--- src/rtl/regfile_wb_arbiter_if.sv ---
// Bus bundle between the two result producers, the decode-stage hazard
// probe and the register-file write port. The slave modport is the arbiter
// side; the master modport is the producer / register-file side.
interface regfile_wb_arbiter_if #(
    parameter int DATA_W = 32,
    parameter int ADDR_W = 5,
    parameter int DEPTH  = 4
);
    localparam int CNT_W = $clog2(DEPTH) + 1;

    // ALU result path
    logic              alu_valid_i;
    logic              alu_ready_o;
    logic [ADDR_W-1:0] alu_rd_addr_i;
    logic [DATA_W-1:0] alu_rd_data_i;

    // LSU result path
    logic              lsu_valid_i;
    logic              lsu_ready_o;
    logic [ADDR_W-1:0] lsu_rd_addr_i;
    logic [DATA_W-1:0] lsu_rd_data_i;

    // Decode-stage pending-write probe
    logic [ADDR_W-1:0] chk_addr_i;
    logic              chk_pending_o;

    // Register-file write port and occupancy
    logic [ADDR_W-1:0] rd_addr_o;
    logic [DATA_W-1:0] rd_data_o;
    logic              reg_write_en_o;
    logic [CNT_W-1:0]  fifo_count_o;

    modport slave (
        input  alu_valid_i, alu_rd_addr_i, alu_rd_data_i,
        input  lsu_valid_i, lsu_rd_addr_i, lsu_rd_data_i,
        input  chk_addr_i,
        output alu_ready_o, lsu_ready_o, chk_pending_o,
        output rd_addr_o, rd_data_o, reg_write_en_o, fifo_count_o
    );

    modport master (
        output alu_valid_i, alu_rd_addr_i, alu_rd_data_i,
        output lsu_valid_i, lsu_rd_addr_i, lsu_rd_data_i,
        output chk_addr_i,
        input  alu_ready_o, lsu_ready_o, chk_pending_o,
        input  rd_addr_o, rd_data_o, reg_write_en_o, fifo_count_o
    );
endinterface

--- src/rtl/regfile_wb_arbiter.sv ---
// Register-file write-side front end. Merges the single-cycle ALU result
// path with the variable-latency LSU path. LSU results wait in a small FIFO;
// the write port is arbitrated ALU-first, with a starvation counter that
// forces the FIFO head through after STARVE_LIMIT consecutive losses, and an
// interlock that holds an ALU write back while an older queued LSU write to
// the same register is still pending.
module regfile_wb_arbiter #(
    parameter int DATA_W       = 32,
    parameter int ADDR_W       = 5,
    parameter int DEPTH        = 4,
    parameter int STARVE_LIMIT = 3
) (
    input logic                 clk,
    input logic                 rst,
    regfile_wb_arbiter_if.slave bus
);
    localparam int                PTR_W     = $clog2(DEPTH);
    localparam int                CNT_W     = $clog2(DEPTH) + 1;
    localparam logic [CNT_W-1:0]  LP_FULL   = CNT_W'(DEPTH);
    localparam logic [CNT_W-1:0]  LP_CNT1   = CNT_W'(1);
    localparam logic [PTR_W-1:0]  LP_PTR1   = PTR_W'(1);
    localparam logic [3:0]        LP_STARVE = 4'(STARVE_LIMIT);

    // FIFO storage and control
    logic [ADDR_W-1:0] r_fifo_addr [DEPTH];
    logic [DATA_W-1:0] r_fifo_data [DEPTH];
    logic [DEPTH-1:0]  r_fifo_vld;
    logic [PTR_W-1:0]  r_wr_ptr;
    logic [PTR_W-1:0]  r_rd_ptr;
    logic [CNT_W-1:0]  r_count;
    logic [3:0]        r_starve;

    // Registered write port
    logic [ADDR_W-1:0] r_rd_addr;
    logic [DATA_W-1:0] r_rd_data;
    logic              r_we;

    // Arbitration wires
    logic              w_empty;
    logic              w_full;
    logic              w_alu_match;
    logic              w_chk_match;
    logic              w_conflict;
    logic              w_fifo_win;
    logic              w_alu_win;
    logic              w_enq;
    logic              w_deq;
    logic [ADDR_W-1:0] w_head_addr;
    logic [DATA_W-1:0] w_head_data;

    assign w_empty     = (r_count == '0);
    assign w_full      = (r_count == LP_FULL);
    assign w_head_addr = r_fifo_addr[r_rd_ptr];
    assign w_head_data = r_fifo_data[r_rd_ptr];

    // Address match of the ALU destination and of the probe against every live FIFO entry
    always_comb begin
        w_alu_match = 1'b0;
        w_chk_match = 1'b0;
        for (int i = 0; i < DEPTH; i++) begin
            if (r_fifo_vld[i] && (r_fifo_addr[i] == bus.alu_rd_addr_i)) begin
                w_alu_match = 1'b1;
            end
            if (r_fifo_vld[i] && (r_fifo_addr[i] == bus.chk_addr_i)) begin
                w_chk_match = 1'b1;
            end
        end
    end

    // An ALU write to a register that still has an older LSU write queued
    // must wait, otherwise the older value would land last. x0 is exempt
    // since writes to it are discarded anyway.
    assign w_conflict = bus.alu_valid_i && (bus.alu_rd_addr_i != '0) && w_alu_match;

    // FIFO wins when the ALU is idle, blocked by the interlock, or the FIFO
    // has been starved long enough; otherwise the ALU has priority.
    assign w_fifo_win = !rst && !w_empty &&
                        (!bus.alu_valid_i || w_conflict || (r_starve == LP_STARVE));
    assign w_alu_win  = !rst && bus.alu_valid_i && !w_fifo_win;

    assign w_deq = w_fifo_win;
    assign w_enq = bus.lsu_valid_i && bus.lsu_ready_o;

    // A slot freed by a same-cycle dequeue is not offered back until next cycle
    assign bus.lsu_ready_o   = !rst && !w_full;
    assign bus.alu_ready_o   = w_alu_win;
    assign bus.fifo_count_o  = r_count;
    assign bus.rd_addr_o     = r_rd_addr;
    assign bus.rd_data_o     = r_rd_data;
    assign bus.reg_write_en_o = r_we;
    assign bus.chk_pending_o = (bus.chk_addr_i != '0) &&
                               (w_chk_match || (r_we && (r_rd_addr == bus.chk_addr_i)));

    // FIFO payload storage; contents are meaningless unless the slot's valid bit is set
    always_ff @(posedge clk) begin
        if (w_enq) begin
            r_fifo_addr[r_wr_ptr] <= bus.lsu_rd_addr_i;
            r_fifo_data[r_wr_ptr] <= bus.lsu_rd_data_i;
        end
    end

    // FIFO pointers, per-slot valid bits and occupancy
    always_ff @(posedge clk) begin
        if (rst) begin
            r_wr_ptr   <= '0;
            r_rd_ptr   <= '0;
            r_count    <= '0;
            r_fifo_vld <= '0;
        end else begin
            // Enqueue only happens when not full and dequeue only when not
            // empty, so the two pointers never name the same slot here.
            if (w_enq) begin
                r_fifo_vld[r_wr_ptr] <= 1'b1;
                r_wr_ptr             <= r_wr_ptr + LP_PTR1;
            end
            if (w_deq) begin
                r_fifo_vld[r_rd_ptr] <= 1'b0;
                r_rd_ptr             <= r_rd_ptr + LP_PTR1;
            end
            case ({w_enq, w_deq})
                2'b10:   r_count <= r_count + LP_CNT1;
                2'b01:   r_count <= r_count - LP_CNT1;
                default: r_count <= r_count;
            endcase
        end
    end

    // Count consecutive arbitration losses of a non-empty FIFO, saturating at the limit
    always_ff @(posedge clk) begin
        if (rst || w_empty || w_deq) begin
            r_starve <= '0;
        end else if (w_alu_win && (r_starve != LP_STARVE)) begin
            r_starve <= r_starve + 4'd1;
        end
    end

    // Register the winner onto the write port; x0 updates address/data but never enables
    always_ff @(posedge clk) begin
        if (rst) begin
            r_rd_addr <= '0;
            r_rd_data <= '0;
            r_we      <= 1'b0;
        end else if (w_alu_win) begin
            r_rd_addr <= bus.alu_rd_addr_i;
            r_rd_data <= bus.alu_rd_data_i;
            r_we      <= (bus.alu_rd_addr_i != '0);
        end else if (w_fifo_win) begin
            r_rd_addr <= w_head_addr;
            r_rd_data <= w_head_data;
            r_we      <= (w_head_addr != '0);
        end else begin
            r_we      <= 1'b0;
        end
    end

endmodule

--- src/flat_wrapper.sv ---
// flat-port wrapper written by rule: the top's interface ports become plain ports
module regfile_wb_arbiter_flat 
#(
    parameter int DATA_W       = 32,
    parameter int ADDR_W       = 5,
    parameter int DEPTH        = 4,
    parameter int STARVE_LIMIT = 3
)
  (clk, rst, bus_alu_valid_i, bus_alu_rd_addr_i, bus_alu_rd_data_i, bus_lsu_valid_i, bus_lsu_rd_addr_i, bus_lsu_rd_data_i, bus_chk_addr_i, bus_alu_ready_o, bus_lsu_ready_o, bus_chk_pending_o, bus_rd_addr_o, bus_rd_data_o, bus_reg_write_en_o, bus_fifo_count_o);
  regfile_wb_arbiter_if #(.DATA_W(DATA_W), .ADDR_W(ADDR_W), .DEPTH(DEPTH)) bus_i ();
  input logic clk;
  input logic rst;
  input wire logic [$bits(bus_i.alu_valid_i)-1:0] bus_alu_valid_i;
  input wire logic [$bits(bus_i.alu_rd_addr_i)-1:0] bus_alu_rd_addr_i;
  input wire logic [$bits(bus_i.alu_rd_data_i)-1:0] bus_alu_rd_data_i;
  input wire logic [$bits(bus_i.lsu_valid_i)-1:0] bus_lsu_valid_i;
  input wire logic [$bits(bus_i.lsu_rd_addr_i)-1:0] bus_lsu_rd_addr_i;
  input wire logic [$bits(bus_i.lsu_rd_data_i)-1:0] bus_lsu_rd_data_i;
  input wire logic [$bits(bus_i.chk_addr_i)-1:0] bus_chk_addr_i;
  output wire logic [$bits(bus_i.alu_ready_o)-1:0] bus_alu_ready_o;
  output wire logic [$bits(bus_i.lsu_ready_o)-1:0] bus_lsu_ready_o;
  output wire logic [$bits(bus_i.chk_pending_o)-1:0] bus_chk_pending_o;
  output wire logic [$bits(bus_i.rd_addr_o)-1:0] bus_rd_addr_o;
  output wire logic [$bits(bus_i.rd_data_o)-1:0] bus_rd_data_o;
  output wire logic [$bits(bus_i.reg_write_en_o)-1:0] bus_reg_write_en_o;
  output wire logic [$bits(bus_i.fifo_count_o)-1:0] bus_fifo_count_o;
  assign bus_i.alu_valid_i = bus_alu_valid_i;
  assign bus_i.alu_rd_addr_i = bus_alu_rd_addr_i;
  assign bus_i.alu_rd_data_i = bus_alu_rd_data_i;
  assign bus_i.lsu_valid_i = bus_lsu_valid_i;
  assign bus_i.lsu_rd_addr_i = bus_lsu_rd_addr_i;
  assign bus_i.lsu_rd_data_i = bus_lsu_rd_data_i;
  assign bus_i.chk_addr_i = bus_chk_addr_i;
  assign bus_alu_ready_o = bus_i.alu_ready_o;
  assign bus_lsu_ready_o = bus_i.lsu_ready_o;
  assign bus_chk_pending_o = bus_i.chk_pending_o;
  assign bus_rd_addr_o = bus_i.rd_addr_o;
  assign bus_rd_data_o = bus_i.rd_data_o;
  assign bus_reg_write_en_o = bus_i.reg_write_en_o;
  assign bus_fifo_count_o = bus_i.fifo_count_o;
  regfile_wb_arbiter #(.DATA_W(DATA_W), .ADDR_W(ADDR_W), .DEPTH(DEPTH), .STARVE_LIMIT(STARVE_LIMIT)) u_core (.clk(clk), .rst(rst), .bus(bus_i));
endmodule
--- config.mk ---
export PLATFORM = sky130hd
export DESIGN_NAME = regfile_wb_arbiter_flat
export DESIGN_NICKNAME = d
export VERILOG_FILES = /design/src/rtl/regfile_wb_arbiter_if.sv /design/src/rtl/regfile_wb_arbiter.sv /design/src/flat_wrapper.sv
export SDC_FILE = /design/constraint.sdc
export NUM_CORES = 1
export LEC_CHECK = 0
export ABC_AREA = 1
export CAP_MARGIN = 20
export CELL_PAD_IN_SITES_DETAIL_PLACEMENT = 0
export CELL_PAD_IN_SITES_GLOBAL_PLACEMENT = 1
export CORE_MARGIN = 2
export CORE_UTILIZATION = 46
export CTS_CLUSTER_SIZE = 10
export DETAILED_ROUTE_END_ITERATION = 6
export PLACE_DENSITY_LB_ADDON = 0.1
export SYNTH_ARGS = -nofsm -noshare
export SYNTH_HDL_FRONTEND = slang
export SYNTH_SLANG_ARGS = --single-unit
--- constraint.sdc ---
create_clock -name clk -period 4.2 [get_ports clk]
set_input_delay 0.63 -clock clk [delete_from_list [all_inputs] [get_ports clk]]
set_output_delay 0.63 -clock clk [all_outputs]
set_load 0.03 [all_outputs]
==> results of run 1 <==
==> state kept, by name (all words and copies together), names as in the netlist, named ones only <==
signal / cells
u_core.r_fifo_vld: 4
u_core.bus.rd_addr_o: 5
u_core.r_rd_ptr: 2
u_core.r_starve: 4
u_core.r_fifo_data: 128
u_core.bus.reg_write_en_o: 1
u_core.r_fifo_addr: 20
u_core.bus.fifo_count_o: 3
u_core.r_wr_ptr: 2
u_core.bus.rd_data_o: 32
==> cells in the final DEF, fill, tap and decap left out, drive strengths merged <==
cell type      count
o2111ai            1
a31oi              2
nand3             74
a221oi             7
dfxtp             55
o21ai             92
xor2               5
edfxtp           148
nand2            167
ha                10
nor4               1
a21o               1
nor3               2
a32o              11
buf               21
clkbuf            44
nor2             100
a211oi             1
inv               85
xnor2              1
o22ai             29
nand4              2
fa                 1
a21oi             44
nand3b             8
o211ai             4
clkdlybuf4s50    126
clkinv             2
==> synthesized netlist by cell type (4+ instances only) <==
master and number:
a221oi_1 7, inv_1 78, clkbuf_1 28, inv_2 8, nand3_1 73, buf_2 8
o21ai_1 11, xor2_1 5, a21oi_1 44, nor2_1 100, ha_1 10, dfxtp_1 55
o22ai_1 29, buf_6 4, nand2_1 164, o211ai_1 4, edfxtp_1 148, buf_4 6
a32o_1 11, o21ai_0 80, nand3b_1 8
==> critical path, stage by stage <==
cell and delay [ps]:
clkdlybuf4s50_1 610, inv_2 140, nand2_1 60, nand2_1 60, nor2_1 40, nand3_1 60, nand2_1 70, o21ai_2 240
nand2_4 200, nand2_8 110, nand2_4 50, inv_1 110, clkdlybuf4s50_1 680
==> power by group through the flow <==
| stage | Combinational, mW | Sequential, mW | Clock (mW) |
|---|---|---|---|
| after floorplan | 0.368 | 2.39 | 0 |
| after global placement | 0.737 | 2.32 | 0 |
| after detailed placement | 0.741 | 2.32 | 0 |
| after CTS | 0.746 | 2.28 | 1.91 |
| after global routing | 0.815 | 2.29 | 1.99 |
| final | 0.737 | 2.28 | 1.87 |
==> cells by family (layout without fill, tap and decap cells) <==
family / after synthesis / in the layout
XOR/XNOR: 6 / 6
AO/OA/AOI/OAI: 192 / 192
buffers and inverters: 136 / 278
AND/OR/NAND/NOR: 354 / 354
adder cells (fa/ha/maj): 11 / 11
flip-flops: 203 / 203
==> cell type report <==
type / count / area [sq um] / area share
clock buffers: 44 / 717 / 0.0642
multi-input cells: 563 / 2840 / 0.254
inverters: 87 / 327 / 0.0292
repair buffers: 147 / 1420 / 0.127
well taps: 260 / 325 / 0.0291
flip-flops and latches: 203 / 5550 / 0.496
==> through the flow <==
step | cell area (sq um) | power [mW]
2_1_floorplan | 8920 | 2.76
3_3_place_gp | 10500 | 3.06
3_5_place_dp | 10500 | 3.06
4_1_cts | 11200 | 4.94
5_1_grt | 11200 | 5.09
6_report | 11200 | 4.89
==> routing by layer <==
layer / part of all wire / vias to the layer above / GRT usage
met5: 0 / - / 0
met4: 0.022 / 0 / 0.0650
met3: 0.058 / 39 / 0.0305
met2: 0.48 / 194 / 0.368
met1: 0.44 / 3227 / 0.291
li1: - / 3364 / -
==> worst paths after layout <==
check                                                        start                                    to  slack, ps
worst max-delay path                          bus_alu_rd_addr_i[2]                       bus_alu_ready_o        510
worst min-delay path               u_core.r_starve[0]$_SDFFE_PP0P_       u_core.r_starve[0]$_SDFFE_PP0P_        500
worst max register to register  u_core.r_fifo_addr[1][3]$_DFFE_PP_  u_core.bus.rd_addr_o[4]$_SDFFE_PP0P_       1580
worst min register to register     u_core.r_starve[0]$_SDFFE_PP0P_       u_core.r_starve[0]$_SDFFE_PP0P_        500
==> impl_metrics.yaml, run 1 <==
run_status:
  status: "complete, no violations"
logic_synthesis:
  synth_xor_area_frac: 0.00589
  synth_top_cell_by_area: "edfxtp_1"
  synthesis.nets: 996
  syn_inst: 902
  synth_top_family_by_area: "simple AND/OR/NAND/NOR gates"
  synthAdderAreaFrac: 0.0163
  syn-mean-instance-area_sq_um: 9.89
  synth-async-reset-ratio: 0
  synth_edf_count: 148
  syn_area_sq_um: 8920
  synth_top_area_share: 0.498
  ys_warn_count: 0
  synth-compound-area-share: 0.124
  synth.area.mux_share: 0
  synth_seq_area_share: 0.621
  yosys_most_used_dff: "edfxtp_1"
  synth_area_leaders: "edfxtp_1 50%, dfxtp_1 12%, nand2_1 6.9%"
  yosysUniqueCellTypes: 37
  ys_ff_latch: 203
  synth-simple-area-share: 0.168
clocking:
  cts_inserted_buffers: 24
  cts_tree: "done"
  clock-sinks: 203
  clockRootBuffer: "clkbuf_16"
  cts_setup_buffers: 0
  clkTransAtPathRegs_ps: 50
  postCtsHoldBufs: 0
  clk_path_buf_depth: 3
  cts_resized: 0
  clk_latency_ps: 510
  h-tree-depth: 1
sta:
  fmax_mhz: 271
  tns_ps: 0
  final_hold_viol_count: 0
  slew_violations: 0
  rsz0062_at_grt: "false"
  worst_hold_slack_ps: 499
  finalClockSkew_ps: 19.5
  period_minus_slack_ps: 3690
  max_slew_margin: 0.480
  setup_slack_ps: 514
  finalSetupViolCount: 0
  tightest_slew_ps: 779
  period_share: 0.878
setup_path:
  crit_path_end_kind: "output pin"
  cp-start-kind: "input pin"
  crit_path_max_fanout: 14
  cp.required_ps: 3570
  r2r_cells: 14
  critical_path_class: "in2out"
  arrival_ps: 3060
layout:
  drive_gt1_frac: 0.0661
  final_util: 0.592
  antennaDiodeCount: 0
  final_cells: 1304
  n_fill_cell: 1676
  area_growth_pct: 25.2
  nNetsFinal: 1120
die:
  start_util: 0.472
  ioPinCount: 127
  row_count: 50
  core-area_sq_um: 18900
  die_w_microns: 143
  die_area_sq_um: 20500
  die_h_microns: 143
power:
  power.leakage_nw: 4.37
  combPwrFrac: 0.151
  p_sw_mw: 1.23
  sequentialPowerShare: 0.466
  switching_share: 0.251
  p_int_mw: 3.66
  p_clk_frac: 0.383
  power_density_nw_per_um2: 438
  vdd_drop_max_mv: 0.319
job:
  cap_violations: 0
placed_design:
  routabilityCongestion: 0.853
  portBuffers: 126
  hpwl_microns: 14300
  post-place-ws_ps: 540
  placed_cells: 1260
global_routing:
  grt_usage: 0.217
  grt_overflow: 0
  grt_start_max_net_pins: 76
  grt_pass1_vias: 6430
  grt_antenna_before_repair: 0
  grt_pass1_wl_microns: 34400
drt:
  drtIter0Drc: 493
  wirelength_microns: 22100
  dr.pass1.iters: 4
  dr_total_vias: 6824
  wl_per_cell_microns: 16.9
  detail-route-antenna-nets: 0
  drcViolationCount: 0
  viasPerCell: 5.23
hold_path:
  hold_path.class: "reg2reg"
  whs_path_depth: 2
Power figures use the tool's default switching activity.
==> inputs of run 2 (changes only) <==
- SETUP_SLACK_MARGIN: unset -> 0.1
==> results of run 2 <==
No change in the layout: final DEF, timing and power equal those of run 1.
==> variant 1 (flow settings as in run 2) <==
`ADDR_W` is set to 5 in 3 places; all go to 4.
--- a/src/rtl/regfile_wb_arbiter_if.sv
+++ b/src/rtl/regfile_wb_arbiter_if.sv
@@ -4,5 +4,5 @@
 interface regfile_wb_arbiter_if #(
     parameter int DATA_W = 32,
-    parameter int ADDR_W = 5,
+    parameter int ADDR_W = 4,
     parameter int DEPTH  = 4
 );
--- a/src/rtl/regfile_wb_arbiter.sv
+++ b/src/rtl/regfile_wb_arbiter.sv
@@ -7,5 +7,5 @@
 module regfile_wb_arbiter #(
     parameter int DATA_W       = 32,
-    parameter int ADDR_W       = 5,
+    parameter int ADDR_W       = 4,
     parameter int DEPTH        = 4,
     parameter int STARVE_LIMIT = 3
--- a/src/flat_wrapper.sv
+++ b/src/flat_wrapper.sv
@@ -3,5 +3,5 @@
 #(
     parameter int DATA_W       = 32,
-    parameter int ADDR_W       = 5,
+    parameter int ADDR_W       = 4,
     parameter int DEPTH        = 4,
     parameter int STARVE_LIMIT = 3
Ports: changed (resized bus_alu_rd_addr_i, bus_chk_addr_i, bus_lsu_rd_addr_i and bus_rd_addr_o); port bits go from 127 to 123. The function was not compared with the original's and may differ.
==> variant 1 against run 2 <==
- the run now ends with design-rule violations left
- register-to-register slack lost 50 ps
- worst hold slack lost 5.6 ps
- design area shrank 4.9%
- sequential cell count shrank 5
- non-clock buffer count shrank 6
- routed wire length grew 2.6%
- first-iteration DRC count shrank 12%
- count of clock-buffer cells in the layout shrank 27
- area after synthesis shrank 4.6%
- worst setup slack gained 270 ps
- total power shrank 5.8%
- maximum frequency grew 7.8%
- largest power group unchanged
==> variant 1: results (changes against run 2) <==
| Metric | Value |
|---|---|
| Ys flop type | `edfxtp_1` |
| Synth top area cells | `edfxtp_1, dfxtp_1, o21ai_0` |
| Peak Freq | `292 MHz (+7.8%)` |
| Setup Fix Bufs, Post-CTS | `0 (unchanged)` |
| Layout cell share with drive strength beyond 1 | `7.18% (+0.57 points)` |
| Global-route wire length before repair | `35,700 µm (+3.7%)` |
| Number of flip-flops in the largest register | `128 (unchanged)` |
| Port Buf Inserts | `122 (-3.2%)` |
| PostCTS Resize Cnt | `0 (unchanged)` |
| CP max stage cell | `clkdlybuf4s50_1` |
| Worst Hold Class | `reg2reg` |
| GRT Overall Usage | `23.7% (+2.0 points)` |
| Setup slack at placement | `652 ps (+112 ps)` |
| Status | `finished, violations left` |
| Detailed Route WL | `22,600 µm (+2.6%)` |
| Vias in the first global route | `6,503 (+1.1%)` |
| Worst rel slew slack | `39.8% (-8.2 points)` |
| Flip-flop and latch count after synthesis | `198 (-2.5%)` |
| Initial antenna violation count | `0 (unchanged)` |
| Htree depth | `4 (+3)` |
| Diodes inserted | `0 (unchanged)` |
| Top reg by flops | `u_core.r_fifo_data` |
| Critical Path Fanout Max | `9 (-5)` |
| DRC | `5 (+5)` |
| Synth cell types | `33 (-11%)` |
| Drt pass-1 iters | `7 (+3)` |
| Vias per cell | `5.49 (+4.8%)` |
| CP peak stage delay | `680 ps (about the same)` |
| CTS tree | `yes` |
| Number of synthesis warnings | `0 (unchanged)` |
| Internal power | `3.28 mW (-11%)` |
| Worst skew pair latency | `430 ps (-80 ps)` |
| Initial DRC Count | `432 (-12%)` |
| Top post-synthesis cells by count | `edfxtp_1, nand2_1, nor2_1` |
| CP delay by family, top | `buffers and inverters` |
| Layout Nets | `1,039 (-7.2%)` |
| WP data arrival | `2790 ps (-270 ps)` |
| Hpwl dp | `14,600 µm (+1.9%)` |
| CTS Buf Count | `17 (-29%)` |
| Peak supply drop | `0.284 mV (-11%)` |
| Async set-reset flop share out of synthesis | `0% (unchanged)` |
| GPL Wtd Cong | `0.830 (-2.7%)` |
| Post-synthesis sequential area ratio | `63.5% (+1.4 points)` |
| Failing checks | `design-rule violations` |
| Largest net degree at the start of global routing | `75 (-1.3%)` |
| Syn nets | `927 (-6.9%)` |
| Fill cells | `1,488 (-11%)` |
| Clock tree buffer depth | `2 (-1)` |
| Root buf cell | `clkbuf_16` |
| EDFF count, synth | `144 (-2.7%)` |
| Worst Clk Skew | `14.0 ps (-5.51 ps)` |
| Static Leakage | `4.03 nW (-7.7%)` |
| CTS clk-pin slew, worst paths | `70 ps (+20 ps)` |
variant 1: per-layer routing:
layer | track usage, % | vias to the layer above | wire, µm
li1 | - | 3156 | -
met1 | 33.3 | 3143 | 10600
met2 | 38.6 | 201 | 10600
met3 | 3.69 | 29 | 1000
met4 | 6.96 | 0 | 393
met5 | 0 | - | 0
variant 1: cell type report:
class	count	area, µm²	area share (%)
clock buffers	17	425	4.00
flip-flops and latches	198	5410	50.9
inverters	70	263	2.47
multi-input cells	520	2670	25.1
well taps	229	287	2.70
clock inverters	15	174	1.64
repair buffers	141	1410	13.2
variant 1: through the flow:
stage	cells	cell area, µm²
global placement	1156	9990
CTS	1189	10600
global route	1190	10600
finish	1190	10600
detailed placement	1157	10000
floorplan	836	8510
variant 1: final timing paths:
path,startpoint,to,slack (ps),depth (start not counted)
setup / recovery,bus_chk_addr_i[0],bus_chk_pending_o,780,8
hold / removal,u_core.r_starve[3]$_SDFFE_PP0P_,u_core.r_starve[3]$_SDFFE_PP0P_,490,2
setup reg to reg,u_core.r_fifo_addr[3][0]$_DFFE_PP_,u_core.bus.fifo_count_o[2]$_SDFFE_PP0P_,1530,16
hold reg to reg,u_core.r_starve[3]$_SDFFE_PP0P_,u_core.r_starve[3]$_SDFFE_PP0P_,490,2
variant 1: cell families after synthesis:
family	count (synthesis)	share of synthesized area, %
and+or+nand+nor	307	15.6
DFF	198	63.5
AOI/OAI and AO/OA	193	12.6
buffers and inverters	118	5.60
adders and majority gates	11	1.71
xor gates and xnor gates	9	0.926
variant 1: power groups by stage:
stage	Combinational (mW)	Clock (mW)	Sequential, mW
2_1_floorplan	0.357	0	2.33
3_3_place_gp	0.727	0	2.26
3_5_place_dp	0.747	0	2.27
4_1_cts	0.751	1.66	2.22
5_1_grt	0.825	1.74	2.23
6_report	0.749	1.64	2.22
==> variant 2 (config.mk and constraints of run 2) <==
Made on the original files. Reset style: asynchronous (`rst`), changed in 2 clocked blocks.
--- a/src/rtl/regfile_wb_arbiter.sv
+++ b/src/rtl/regfile_wb_arbiter.sv
@@ -101,5 +101,5 @@
 
     // FIFO pointers, per-slot valid bits and occupancy
-    always_ff @(posedge clk) begin
+    always_ff @(posedge clk or posedge rst) begin
         if (rst) begin
             r_wr_ptr   <= '0;
@@ -136,5 +136,5 @@
 
     // Register the winner onto the write port; x0 updates address/data but never enables
-    always_ff @(posedge clk) begin
+    always_ff @(posedge clk or posedge rst) begin
         if (rst) begin
             r_rd_addr <= '0;
Behaviour: differs if rst is asserted again (counterexample within 4 cycles, from zero or initial values and one cycle with rst high); with rst held inactive, the same outputs for 4 cycles.
==> variant 2 against run 2 <==
- routed wire length grew 2.8%
- critical endpoint unchanged
- design area is 2.5% lower
- sequential cell count is 2 lower
- highest routed layer unchanged
- critical path depth is the same
- register-to-register slack gained 70 ps
- worst setup slack better by 21 ps
- worst hold slack worse by 26 ps
- area after synthesis is 2.8% lower
Power is not compared: it rests on default switching activity, and its combinational part moved more than twofold at a synthesized area within 25%.
==> variant 2: results (changes against run 2) <==
| Metric | Value |
|---|---|
| Detailed Route WL | `22,700 µm (+2.8%)` |
| Syn nets | `905 (-9.1%)` |
| Post-placement cell count | `1,146 (-9.0%)` |
| Dpl cell area | `10,200 µm² (-2.8%)` |
| GRT Overall Usage | `22.7% (+1.1 points)` |
| Final hold slack | `472 ps (-26.3 ps)` |
| Top post-synthesis cells by count | `nand2_1, edfxtp_1, nor2_1` |
| Layout cell share with drive strength beyond 1 | `6.28% (-0.33 points)` |
| Status | `finished clean` |
| Post-synthesis sequential area ratio | `66.3% (+4.1 points)` |
| Drt pass-1 iters | `5 (+1)` |
| WL/cell | `19.1 µm (+13%)` |
| Crit. Startpoint | `bus_alu_rd_addr_i[3]` |
| Cells after Synth | `811 (-10%)` |
| Final period utilization | `87.3% (-0.49 points)` |
| FF-to-FF setup slack | `1650 ps (+70 ps)` |
| Setup slack at placement | `561 ps (+20.7 ps)` |
| Global-route wire length before repair | `35,200 µm (+2.2%)` |
| Initial antenna violation count | `0 (unchanged)` |
| Htree depth | `1 (unchanged)` |
| Number of synthesis warnings | `0 (unchanged)` |
| Async set-reset flop share out of synthesis | `24.4% (+24 points)` |
| Hold endpoint | `u_core.r_starve[3]$_SDFFE_PP0P_` |
| WP data arrival | `3040 ps (-20 ps)` |
| Worst rel slew slack | `42.1% (-6.0 points)` |
| GPL Wtd Cong | `0.886 (+3.9%)` |
| Hold_sp | `u_core.r_starve[3]$_SDFFE_PP0P_` |
| Reg2Reg Depth | `16 (+2)` |
| Synth top area cells | `edfxtp_1, dfrtp_1, nand2_1` |
| Area grow syn2layout | `25.6%` |
| Hpwl dp | `14,500 µm (+0.75%)` |
| Vias in the first global route | `6,343 (-1.4%)` |
| Worst reg2reg endpoint | `u_core.bus.fifo_count_o[2]$_DFFE_PP0P_` |
| R2R Path Start | `u_core.r_fifo_addr[1][2]$_DFFE_PP_` |
## variant 2: final cells by class
cell class / instances / share of cell area, %
multi-input combinational: 521 / 23.4
clock inverter: 1 / 0.276
inverter: 54 / 1.88
sequential: 201 / 52.8
tap: 234 / 2.69
clock buffer: 43 / 6.45
timing repair buffer: 136 / 12.5
## variant 2: critical path, stage by stage
cell	delay [ps]
clkdlybuf4s50_1	520
inv_2	160
nand2_1	60
nand2_1	80
nor2_1	60
nand3_1	90
nand2_1	80
o21ai_2	150
nand2_2	90
nand2_4	170
nand2_4	130
inv_2	130
clkdlybuf4s50_1	690
## variant 2: metal layers
| layer | vias up | GRT usage (%) | part of all wire, % |
|---|---|---|---|
| met5 | - | 0 | 0 |
| met4 | 0 | 4.79 | 1.5 |
| met3 | 29 | 4.02 | 5.8 |
| met2 | 184 | 37.6 | 47 |
| met1 | 3116 | 32.0 | 45 |
| li1 | 3077 | - | - |
## variant 2: cells by family (layout without fill, tap and decap cells)
kind of cell               count (synthesis)  in the layout  synth area share, %
buffers and inverters                     89            234                 4.67
xor gates and xnor gates                   7              7                0.707
DFF                                      201            201                 66.3
and+or+nand+nor                          332            332                 15.6
AOI/OAI and AO/OA                        171            171                 11.1
adders and majority gates                 11             11                 1.67
## variant 2: where the power goes
group	total (mW)	leakage, nW	switching [mW]	internal (mW)
combinational	2.50	1.83	1.61	0.888
clock	1.93	0.349	0.747	1.18
sequential	2.75	1.97	0.212	2.53
